**config.mk**
```make
export PLATFORM = sky130hd
export DESIGN_NAME = if_stage_buf
export DESIGN_NICKNAME = d
export VERILOG_FILES = /design/src/rtl/if_stage_buf.sv
export SDC_FILE = /design/constraint.sdc
export NUM_CORES = 1
export LEC_CHECK = 0
export CAP_MARGIN = 20
export CORE_ASPECT_RATIO = 0.6
export CORE_MARGIN = 2
export CORE_UTILIZATION = 68
export DETAILED_ROUTE_END_ITERATION = 10
export DONT_BUFFER_PORTS = 1
export PLACE_DENSITY = 0.93
export SLEW_MARGIN = 15
export SYNTH_ARGS = -nofsm -noshare
export SYNTH_HDL_FRONTEND = slang
export SYNTH_SLANG_ARGS = --single-unit
```
**constraint.sdc**
```tcl
create_clock -name clk -period 10.03 [get_ports clk]
set_input_delay 2.006 -clock clk [delete_from_list [all_inputs] [get_ports clk]]
set_output_delay 2.006 -clock clk [all_outputs]
set_load 0.05 [all_outputs]
```
**src/rtl/if_stage_buf.sv**
```systemverilog
// if_stage_buf: multi-outstanding instruction fetch stage with in-order fetch buffer.
// Define IF_ADEF_EN to turn misaligned fetch PCs into adef-tagged buffer entries.
module if_stage_buf #(
  parameter logic [31:0] RESET_PC  = 32'h1c000000,
  parameter int          BUF_DEPTH = 4
) (
  input  logic        clk,
  input  logic        reset,
  output logic        inst_sram_req,
  output logic        inst_sram_wr,
  output logic [1:0]  inst_sram_size,
  output logic [3:0]  inst_sram_wstrb,
  output logic [31:0] inst_sram_wdata,
  output logic [31:0] inst_sram_addr,
  input  logic        inst_sram_addr_ok,
  input  logic        inst_sram_data_ok,
  input  logic [31:0] inst_sram_rdata,
  input  logic        id_allowin,
  input  logic        br_taken,
  input  logic [31:0] br_target,
  output logic        if_to_id_valid,
  output logic [31:0] if_pc,
  output logic [31:0] if_inst,
  output logic        if_adef
);
  localparam int AW = $clog2(BUF_DEPTH);
  localparam int CW = AW + 1;

  logic [31:0]   fetch_pc;
  logic [31:0]   pend_pc;
  logic          pend_vld;
  logic [CW-1:0] out_cnt;
  logic [CW-1:0] dis_cnt;
  logic [CW-1:0] occ;
  logic [31:0]   pcq [BUF_DEPTH];
  logic [AW-1:0] pcq_wp;
  logic [AW-1:0] pcq_rp;
  logic [31:0]   bq_pc [BUF_DEPTH];
  logic [31:0]   bq_inst [BUF_DEPTH];
  logic [AW-1:0] bq_wp;
  logic [AW-1:0] bq_rp;
  logic [CW:0]   used;
  logic          stall;
  logic          adef_push;
  logic          acc;
  logic          rsp;
  logic          drop;
  logic          push;
  logic          pop;
  logic [31:0]   push_pc;
  logic [31:0]   push_inst;

  assign inst_sram_wr    = 1'b0;
  assign inst_sram_size  = 2'b10;
  assign inst_sram_wstrb = 4'h0;
  assign inst_sram_wdata = 32'h0;

`ifdef IF_ADEF_EN
  logic adef_done;
  logic bq_adef [BUF_DEPTH];

  assign stall          = |fetch_pc[1:0];
  assign adef_push      = stall & ~adef_done & ~br_taken
                        & (out_cnt == dis_cnt)
                        & (occ < CW'(BUF_DEPTH));
  assign inst_sram_addr = fetch_pc;
  assign if_adef        = if_to_id_valid & bq_adef[bq_rp];

  // one adef entry per misaligned target; cleared by the next redirect
  always_ff @(posedge clk) begin
    if (reset) begin
      adef_done <= 1'b0;
    end else if (br_taken) begin
      adef_done <= 1'b0;
    end else if (adef_push) begin
      adef_done <= 1'b1;
    end
  end

  always_ff @(posedge clk) begin
    if (push) begin
      bq_adef[bq_wp] <= adef_push;
    end
  end
`else
  assign stall          = 1'b0;
  assign adef_push      = 1'b0;
  assign inst_sram_addr = {fetch_pc[31:2], 2'b00};
  assign if_adef        = 1'b0;
`endif

  assign used = {1'b0, out_cnt} + {1'b0, occ} - (CW+1)'(pop);
  assign inst_sram_req = ~reset & ~stall
                       & (used < (CW+1)'(BUF_DEPTH));

  assign acc  = inst_sram_req & inst_sram_addr_ok;
  assign rsp  = inst_sram_data_ok & (out_cnt != '0);
  assign drop = br_taken | (dis_cnt != '0);
  assign push = (rsp & ~drop) | adef_push;
  assign pop  = if_to_id_valid & id_allowin & ~br_taken;

  assign push_pc   = adef_push ? fetch_pc : pcq[pcq_rp];
  assign push_inst = adef_push ? 32'h0 : inst_sram_rdata;

  assign if_to_id_valid = (occ != '0);
  assign if_pc   = if_to_id_valid ? bq_pc[bq_rp]   : 32'h0;
  assign if_inst = if_to_id_valid ? bq_inst[bq_rp] : 32'h0;

  // an unaccepted request must keep its address, so the target waits as pending
  always_ff @(posedge clk) begin
    if (reset) begin
      fetch_pc <= RESET_PC;
      pend_pc  <= 32'h0;
      pend_vld <= 1'b0;
    end else if (br_taken) begin
      if (inst_sram_req & ~inst_sram_addr_ok) begin
        pend_vld <= 1'b1;
        pend_pc  <= br_target;
      end else begin
        pend_vld <= 1'b0;
        fetch_pc <= br_target;
      end
    end else if (acc) begin
      fetch_pc <= pend_vld ? pend_pc : fetch_pc + 32'd4;
      pend_vld <= 1'b0;
    end
  end

  always_ff @(posedge clk) begin
    if (reset) begin
      out_cnt <= '0;
      dis_cnt <= '0;
      occ     <= '0;
      pcq_wp  <= '0;
      pcq_rp  <= '0;
      bq_wp   <= '0;
      bq_rp   <= '0;
    end else begin
      out_cnt <= out_cnt + CW'(acc) - CW'(rsp);
      if (acc) pcq_wp <= pcq_wp + 1'b1;
      if (rsp) pcq_rp <= pcq_rp + 1'b1;
      if (br_taken) begin
        dis_cnt <= out_cnt + CW'(acc) - CW'(rsp);
        occ     <= '0;
        bq_wp   <= '0;
        bq_rp   <= '0;
      end else begin
        dis_cnt <= dis_cnt + CW'(acc & pend_vld)
                 - CW'(rsp & (dis_cnt != '0));
        occ     <= occ + CW'(push) - CW'(pop);
        if (push) bq_wp <= bq_wp + 1'b1;
        if (pop)  bq_rp <= bq_rp + 1'b1;
      end
    end
  end

  always_ff @(posedge clk) begin
    if (acc) begin
      pcq[pcq_wp] <= inst_sram_addr;
    end
    if (push) begin
      bq_pc[bq_wp]   <= push_pc;
      bq_inst[bq_wp] <= push_inst;
    end
  end

endmodule

```
==> results of run 1 <==
through the flow:
step,setup slack (ns),hold slack (ns)
after CTS,3.71,0.505
after global routing,3.53,0.521
after detailed placement,3.43,0.488
after global placement,3.56,0.466
after floorplan,3.57,0.452
final,3.69,0.504
layer usage:
layer / global-route usage [%] / up-vias / part of all wire [%]
met1: 40.8 / 5266 / 40
met3: 7.29 / 92 / 9.4
met5: 0 / - / 0.027
met4: 6.73 / 2 / 2.2
li1: - / 4380 / -
met2: 44.4 / 590 / 48
Yosys cell counts, types with 3 or more instances:
master	count	area (µm²)
a211oi_1	8	60.1
a21oi_1	34	170
a221oi_1	3	26.3
a311oi_1	6	52.6
a31oi_1	7	43.8
a41oi_1	3	26.3
and2_1	10	62.6
and3_1	9	56.3
and4_1	6	52.6
buf_1	8	30.0
buf_2	12	60.1
buf_4	47	353
clkbuf_1	41	154
dfxtp_1	82	1640
edfxtp_1	368	11100
fa_1	3	60.1
ha_1	20	250
inv_1	33	124
mux2i_1	38	380
mux4_2	92	2070
nand2_1	56	210
nand3_1	11	55.1
nand4_1	10	62.6
nor2_1	70	263
nor2b_1	65	407
nor3_1	12	60.1
nor4_1	3	18.8
o21ai_0	22	110
o21ai_1	3	15.0
o31ai_1	8	60.1
o32ai_1	13	114
or3_1	4	25.0
xnor2_1	13	114
xor2_1	6	52.6
logic make-up after synthesis:
kind of cell,count (synthesis),share of synthesized area [%]
xor+xnor,19,0.892
buf+inv,145,3.95
fa+ha+maj,23,1.66
flops,450,68.0
compound gates,132,4.86
simple gates,267,7.34
mux,131,13.2
other cells,2,0.0403
layout make-up:
class                      count  area share [%]
inverter                      36           0.675
tap                          360            2.25
clock buffer                  47            5.02
timing repair buffer          13           0.487
multi-input combinational    616            27.0
sequential                   450            63.4
clock inverter                22            1.14
critical path, delay by kind of cell:
kind | cells | cell delay [ns]
and+or+nand+nor | 4 | 1.77
adders and majority gates | 2 | 0.51
buffers and inverters | 1 | 0.04
power groups by stage:
stage,Clock [W],Combinational [W],Sequential [W]
after floorplan,0,0.000606,0.00246
after global placement,0,0.000703,0.00250
after detailed placement,0,0.000737,0.00251
after CTS,0.00150,0.000745,0.00248
after global routing,0.00157,0.000807,0.00249
final,0.00148,0.000747,0.00248
state kept, by name, indices dropped and copies added, names as in the netlist, 3 cells and up, named ones only:
register and count:
bq_pc 120, occ 3, fetch_pc 30, dis_cnt 3, pcq 120, bq_inst 128, pend_pc 30, out_cnt 3
final timing paths:
kind | end | slack (ns)
hold / removal | pend_pc[22] | 0.50
setup reg to reg | dis_cnt[2] | 4.87
setup / recovery | inst_sram_req | 3.69
hold reg to reg | pend_pc[22] | 0.50
==> impl_results.md, run 1 <==
- DIE WIDTH: 218 µm
- Pin count of the biggest net entering global routing: 66
- Finished Cell Area: 20000 µm²
- Sequential area share after synthesis: 68.0%
- Leading cell type in the layout, fill and taps excluded: edfxtp_1
- CP dominant cell by count: ha_1
- Async set-or-reset flop fraction in the synthesized netlist: 0%
- Hold Path Class: reg2reg
- Warnings from Yosys: 0
- Cell Area, Placed: 18800 µm²
- Final Power: 0.00471 W
- Max-slew headroom: 23.9%
- Yosys cell types: 65
- Vias per cell: 6.69
- Endpoint class of the critical path: primary output
- # setup viols final: 0
- Vias in the first global route: 10200
- Total global routing overflow: 0
- Crit path from: br_taken
- Resize count post-CTS: 0
- Row Count: 46
- Min-delay src: pend_pc[22]
- Ports: 208
- Post-synth top flop: edfxtp_1
- H-Tree Level Count: 2
- Net Sw Frac: 28.7%
- Crit Path Category: in2out
- Finished Layout Cells: 1544
- Critical Path Fanout Max: 56
- Initial Util: 69.8%
- Port Buf Inserts: 0
- Max-slew violations: 0
- Tcrit/Tclk final: 63.2%
- WL final: 40.2 mm
- WL/cell: 26.0 µm
- Slowest cell on the critical path: or4b_1
- # placed instances: 1475
- Worst EP required: 8.02 ns
- Filler Cell Count: 1561
- Clk pwr share: 31.5%
- Worst slew pin tran: 1.13 ns
- Initial DRC count: 1189
- Post-synthesis cell count: 1169
- Sequential share of power: 52.6%
- Share of cells above drive strength 1: 14.9%
- Detail Route Antenna Nets: 0
- R2R cell count: 17
- Max_cap viols: 0
- First-pass GRT wire length: 61.7 mm
- Peak supply drop: 0.161 mV
- Die Area: 28800 µm²
- Outcome: finished clean
- Number of diodes: 0
- Final min period: 6.34 ns
- Final number of hold-violating endpoints: 0
- Clk sink count: 450
- Post-synth EDFFs: 368
- Die Height: 132 µm
- GP Congestion: 0.931
- Reg2Reg Launch Point: occ[0]
- Max stage delay on crit path: 0.66 ns
- Startpoint types: input port
- Synthesized area per cell: 16.0 µm²
- DRT Pass-1 Iters: 5
- Critical Path AT: 4.33 ns
- P_leak: 6.38 nW
- Initial antenna violation count: 2
- FMAX: 158 MHz
- CTS tree: built
- Netlist Area Pre-Place: 18700 µm²
- Area Growth Syn to Fin: 7.36%
- P_sw: 0.00135 W
- Most frequent cells in the layout: 368 x edfxtp_1, 92 x mux4_2, 78 x dfxtp_1
- Nets: 1249
- CTS max path bufs: 3
- GRT Resource Usage Total: 28.3%
- Fin Setup TNS: 0 ns
- Vias: 10300
- Yosys reg bits: 450
- Inserted Clock Buffers: 39
- FF+latch area: 12700 µm²
- Reg clk slew, reported paths: 0.07 ns
- Setup Fix Bufs, Post-CTS: 0
- Final HPWL DP: 24.3 mm
- CTS Root Cell: clkbuf_16
- P_int: 0.00336 W
- CTS Hold Bufs: 0
- Multi-input logic area: 5410 µm²
- Power Dens Cells: 235 nW/µm²
- WHS Path Cells: 2
- CP Cell Sequence: nor3b_1 -> ha_1 -> inv_1 -> ha_1 -> and3b_1 -> or4b_1 -> nand2_1
- Final Skew: 0.0188 ns
- Logic pwr share: 15.9%
- Utilization after layout: 75.0%
- Residual DRC: 0
- RSZ-0062 raised after global routing: false
- Core Area: 26700 µm²
- Clock Latency Late Sink: 0.54 ns
Power figures use the tool's default switching activity.
==> run 2, diff against run 1 <==
CORE_UTILIZATION = 63   (was 68)
PLACE_DENSITY = 0.88   (was 0.93)
clock period = 6.4 ns   (was 10.03 ns; I/O delays follow)
==> impl_results.md, run 2 (same netlist as run 1, synthesis figures left out) <==
- GRT Resource Usage Total: 25.5%
- Regs by FF count: bq_inst: 128 flops, bq_pc: 120 flops, pcq: 120 flops
- Initial Util: 64.4%
- Port Buf Inserts: 0
- Final HPWL DP: 24.4 mm
- Final min period: 4.87 ns
- Detail Route Antenna Nets: 0
- Finished Layout Cells: 1599
- Core Area: 28900 µm²
- Crit-path leading delay family: simple AND/OR/NAND/NOR gates
- Startpoint types: input port
- Most frequent cells in the layout: 368 x edfxtp_1, 92 x mux4_2, 78 x dfxtp_1
- GP Congestion: 0.905
- Share of cells above drive strength 1: 16.8%
- WL/cell: 24.4 µm
- FF+latch area: 12700 µm²
- R2R cell count: 18
- Setup Fix Bufs, Post-CTS: 0
- P_leak: 6.51 nW
- Outcome: finished clean
- Reg clk slew, reported paths: 0.07 ns
- Ports: 208
- Initial antenna violation count: 0
- Final Skew: 0.0239 ns
- Leading cell type in the layout, fill and taps excluded: edfxtp_1
- Slowest cell on the critical path: or4b_1
- DP Worst Slack: 1.05 ns
- # setup viols final: 0
- Vias: 10100
- H-Tree Level Count: 2
- Residual DRC: 0
- CTS tree: built
- Min-delay src: pcq_wp[1]
- Metal3 WL: 3.99 mm
- Wl on met1: 15.9 mm
- Vias in the first global route: 9964
- Die Area: 31000 µm²
- Finished Cell Area: 20300 µm²
- Cell Area, Placed: 18900 µm²
- R2r setup slk: 1.85 ns
- Critical Path AT: 3.59 ns
- Number of diodes: 0
- Clk sink count: 450
- Vias per cell: 6.34
- Row Count: 48
- Final number of hold-violating endpoints: 0
- Max_cap viols: 0
- Max stage delay on crit path: 0.67 ns
- CTS Root Cell: clkbuf_16
- WL final: 39.0 mm
- Power Dens Cells: 373 nW/µm²
- # placed instances: 1525
- CTS Hold Bufs: 0
- Worst EP required: 5.12 ns
- Multi-input logic area: 5400 µm²
- Critical Path Fanout Max: 56
- FMAX: 205 MHz
- R2r endpoint: dis_cnt[2]
- CTS max path bufs: 3
- CP dominant cell by count: ha_1
- Inserted Clock Buffers: 40
- CP bufs+invs: 1
- Crit path from: br_taken
- Resize count post-CTS: 0
- DRT Pass-1 Iters: 6
- Met2 routed WL: 18.4 mm
- Reg2Reg Launch Point: occ[1]
- Top reg by flops: bq_inst
- RSZ-0062 raised after global routing: false
- Initial DRC count: 1154
- Worst slew pin tran: 1.17 ns
- Area Growth Syn to Fin: 9.05%
- Crit Path Category: in2out
- Cell count along the critical path: 7
- DIE WIDTH: 226 µm
- Fin Setup TNS: 0 ns
- Setup WS post-layout: 1.53 ns
- Peak supply drop: 0.324 mV
- Die Height: 137 µm
- Max-slew violations: 0
- Total global routing overflow: 0
- Tcrit/Tclk final: 76.1%
- Max layer used: met4
- Pin count of the biggest net entering global routing: 66
- Endpoint class of the critical path: primary output
- First-pass GRT wire length: 58.9 mm
- CP Cell Sequence: nor3b_1 -> ha_1 -> inv_1 -> ha_1 -> and3b_1 -> or4b_1 -> nand2_1
- Hold Path Class: reg2reg
- CP Capture Point: inst_sram_req
- Max FFs per register: 128
- Filler Cell Count: 1883
- Nets: 1262
- Worst hold slack: 0.494 ns
- Clock Latency Late Sink: 0.54 ns
- Max-slew headroom: 21.5%
==> run 2: cell count changes in the layout (fill, tap and decap cells not counted), moves of 2 or more <==
cell        before  now
clkinvlp_4       1    6
and2_1           2    6
clkbuf_16       39   41
clkbuf_8         0    3
and2_2           8    4
clkinv_1        12    4
clkinv_2         4    8
bufinv_16        5    7
clkbuf_1         8    3
buf_4           13   23
==> run 2: worst reg2reg max path, cell delays in order (launching register included) <==
cell,delay [ns]
dfxtp_1,0.40
nor3_2,0.08
nor3b_1,0.48
ha_1,0.26
inv_1,0.04
ha_1,0.25
and3b_1,0.18
or4b_1,0.67
a21boi_4,0.20
buf_4,0.34
nand2_1,0.10
ha_1,0.28
inv_1,0.04
ha_1,0.18
fa_1,0.38
xnor2_1,0.18
xnor2_1,0.14
nor2_1,0.05
a211oi_1,0.21
==> run 2: cell type report <==
cell class                      count  area share, %
Timing Repair Buffer               25           1.02
Tap cell                          400           2.46
Sequential cell                   450           62.4
Multi-Input combinational cell    616           26.6
Clock inverter                     25           1.55
Clock buffer                       47           5.30
Inverter                           36          0.664
==> run 2: report_power, final <==
group          internal [W]  total (W)  switching, W  leakage, nW
clock network       0.00149    0.00254       0.00105        0.670
logic              0.000424    0.00115      0.000728         1.84
registers           0.00352    0.00390      0.000383         4.01
total               0.00544    0.00760       0.00216         6.51
==> run 2: stage by stage <==
step                total power [W]  utilization (%)
floorplan                   0.00480                -
global placement            0.00504             65.3
detailed placement          0.00510             65.3
CTS                         0.00763             70.1
global route                0.00786             70.3
finish                      0.00760             70.3
==> run 2: worst min path at each step <==
stage / depth (start not counted) / endpoint
after floorplan: 2 / pend_pc[19]
after global routing: 2 / pcq_wp[1]
after global placement: 2 / pend_pc[19]
after CTS: 2 / pcq_wp[1]
final: 2 / pcq_wp[1]
after detailed placement: 2 / pcq_wp[1]
==> run 2: layer usage <==
| layer | global-route usage, % | vias up |
|---|---|---|
| met4 | 5.96 | 0 |
| met2 | 39.9 | 493 |
| met3 | 6.80 | 74 |
| met1 | 36.5 | 5154 |
| met5 | 0 | - |
| li1 | - | 4413 |
==> run 3, diff against run 2 <==
CORE_UTILIZATION = 57   (was 63)
PLACE_DENSITY = 0.84   (was 0.88)
clock period = 4.1 ns   (was 6.4 ns; I/O delays follow)
==> impl_results.md, run 3 (same netlist as run 1, synthesis figures left out) <==
- Outcome: finished clean
- First-pass GRT wire length: 61.3 mm
- Max stage delay on crit path: 0.59 ns
- Power Dens Cells: 566 nW/µm²
- Vias in the first global route: 10400
- GP Congestion: 0.878
- Residual DRC: 0
- Detail Route Antenna Nets: 0
- Hold Path Class: in2reg
- Critical Path Fanout Max: 4
- Initial DRC count: 1232
- Clk sink count: 450
- Fin Setup TNS: 0 ns
- Nets: 1336
- Max_cap viols: 0
- GRT Resource Usage Total: 23.6%
- Initial Util: 57.7%
- Core Area: 32400 µm²
- R2R cell count: 17
- Max-slew headroom: 25.6%
- Port Buf Inserts: 0
- Final min period: 3.79 ns
- CP Cell Sequence: nor3_2 -> nor3b_4 -> ha_2 -> inv_1 -> ha_1 -> and3b_1 -> or4b_1 -> buf_4 -> nand2_1 -> buf_12
- H-Tree Level Count: 2
- Setup Fix Bufs, Post-CTS: 0
- Tcrit/Tclk final: 92.5%
- Ports: 208
- Min-delay src: reset
- Hold Path End: out_cnt[0]
- Crit Path Category: reg2out
- R2r setup slk: 0.33 ns
- Clock Latency Late Sink: 0.55 ns
- Inserted Clock Buffers: 40
- Crit path from: occ[1]
- Leading cell type in the layout, fill and taps excluded: edfxtp_1
- DRT Pass-1 Iters: 6
- RSZ-0062 raised after global routing: false
- Worst slew pin tran: 1.11 ns
- Final HPWL DP: 25.4 mm
- # setup viols final: 0
- Die Area: 34200 µm²
- R2r endpoint: dis_cnt[2]
- Share of cells above drive strength 1: 21.9%
- WL/cell: 23.8 µm
- Regs by FF count: bq_inst: 128 flops, bq_pc: 120 flops, pcq: 120 flops
- WHS Path Cells: 1
- Number of diodes: 0
- Slowest cell on the critical path: or4b_1
- Endpoint class of the critical path: primary output
- Initial antenna violation count: 0
- Final Power: 0.0119 W
- DIE WIDTH: 238 µm
- Worst EP required: 3.28 ns
- Max-slew violations: 0
- Vias per cell: 6.16
- Top reg by flops: bq_inst
- Worst hold slack: 0.340 ns
- Pin count of the biggest net entering global routing: 66
- FMAX: 264 MHz
- CTS Root Cell: clkbuf_16
- Reg clk slew, reported paths: 0.07 ns
- Startpoint types: register
- Finished Layout Cells: 1697
- Row Count: 51
- Final Skew: 0.0354 ns
- Peak supply drop: 0.311 mV
- CTS Hold Bufs: 0
- Total global routing overflow: 0
- Area Growth Syn to Fin: 12.8%
- Final number of hold-violating endpoints: 0
- Max FFs per register: 128
- CTS max path bufs: 3
- Reg2Reg Launch Point: occ[1]
- Vias: 10500
- Critical Path AT: 2.97 ns
- WL final: 40.4 mm
- Resize count post-CTS: 0
- Die Height: 144 µm
- # placed instances: 1625
- P_leak: 6.92 nW
- Most frequent cells in the layout: 368 x edfxtp_1, 92 x mux4_2, 89 x buf_4
- CTS tree: built
==> run 3: worst max-delay path by stage <==
stage,to,slack (ns),cells after the start
3_5_place_dp,dis_cnt[2],0.06,16
3_3_place_gp,dis_cnt[2],0.12,16
5_1_grt,dis_cnt[2],0.07,17
6_report,inst_sram_req,0.31,10
4_1_cts,inst_sram_req,0.25,10
2_1_floorplan,dis_cnt[2],-0.44,20
==> run 3: final cells by class <==
cell class              count  area (µm²)
flip-flops and latches    450       12700
multi-input cells         616        5470
inverters                  36         135
fillers                  2210       11300
well taps                 424         531
clock buffers              55        1140
clock inverters            17         190
repair buffers             99         868
==> run 3: per-stage QoR <==
step	utilization, %	worst slack (ns)	area (µm²)
finish	65.0	0.309	21000
global route	65.0	0.0720	21000
CTS	65.0	0.252	21000
detailed placement	60.9	0.0625	19700
global placement	60.9	0.118	19700
floorplan	-	-0.445	18900
==> run 3: worst max-delay path: cells and delay by family (launching register included) <==
family / cells / cell delay [ns]
buffers and inverters: 3 / 0.39
DFF: 1 / 0.35
adders and majority gates: 2 / 0.40
and+or+nand+nor: 5 / 1.28
==> run 3: per-layer routing <==
layer	GRT usage, %	vias up	share of wire (%)
met5	0	-	0
met4	5.76	0	1.6
met3	6.32	66	9.5
met2	37.0	484	47
met1	33.4	5350	42
li1	-	4562	-
==> run 3: power breakdown <==
part           internal (W)  switching (W)
sequential          0.00549       0.000360
combinational      0.000824        0.00142
clock               0.00221        0.00160
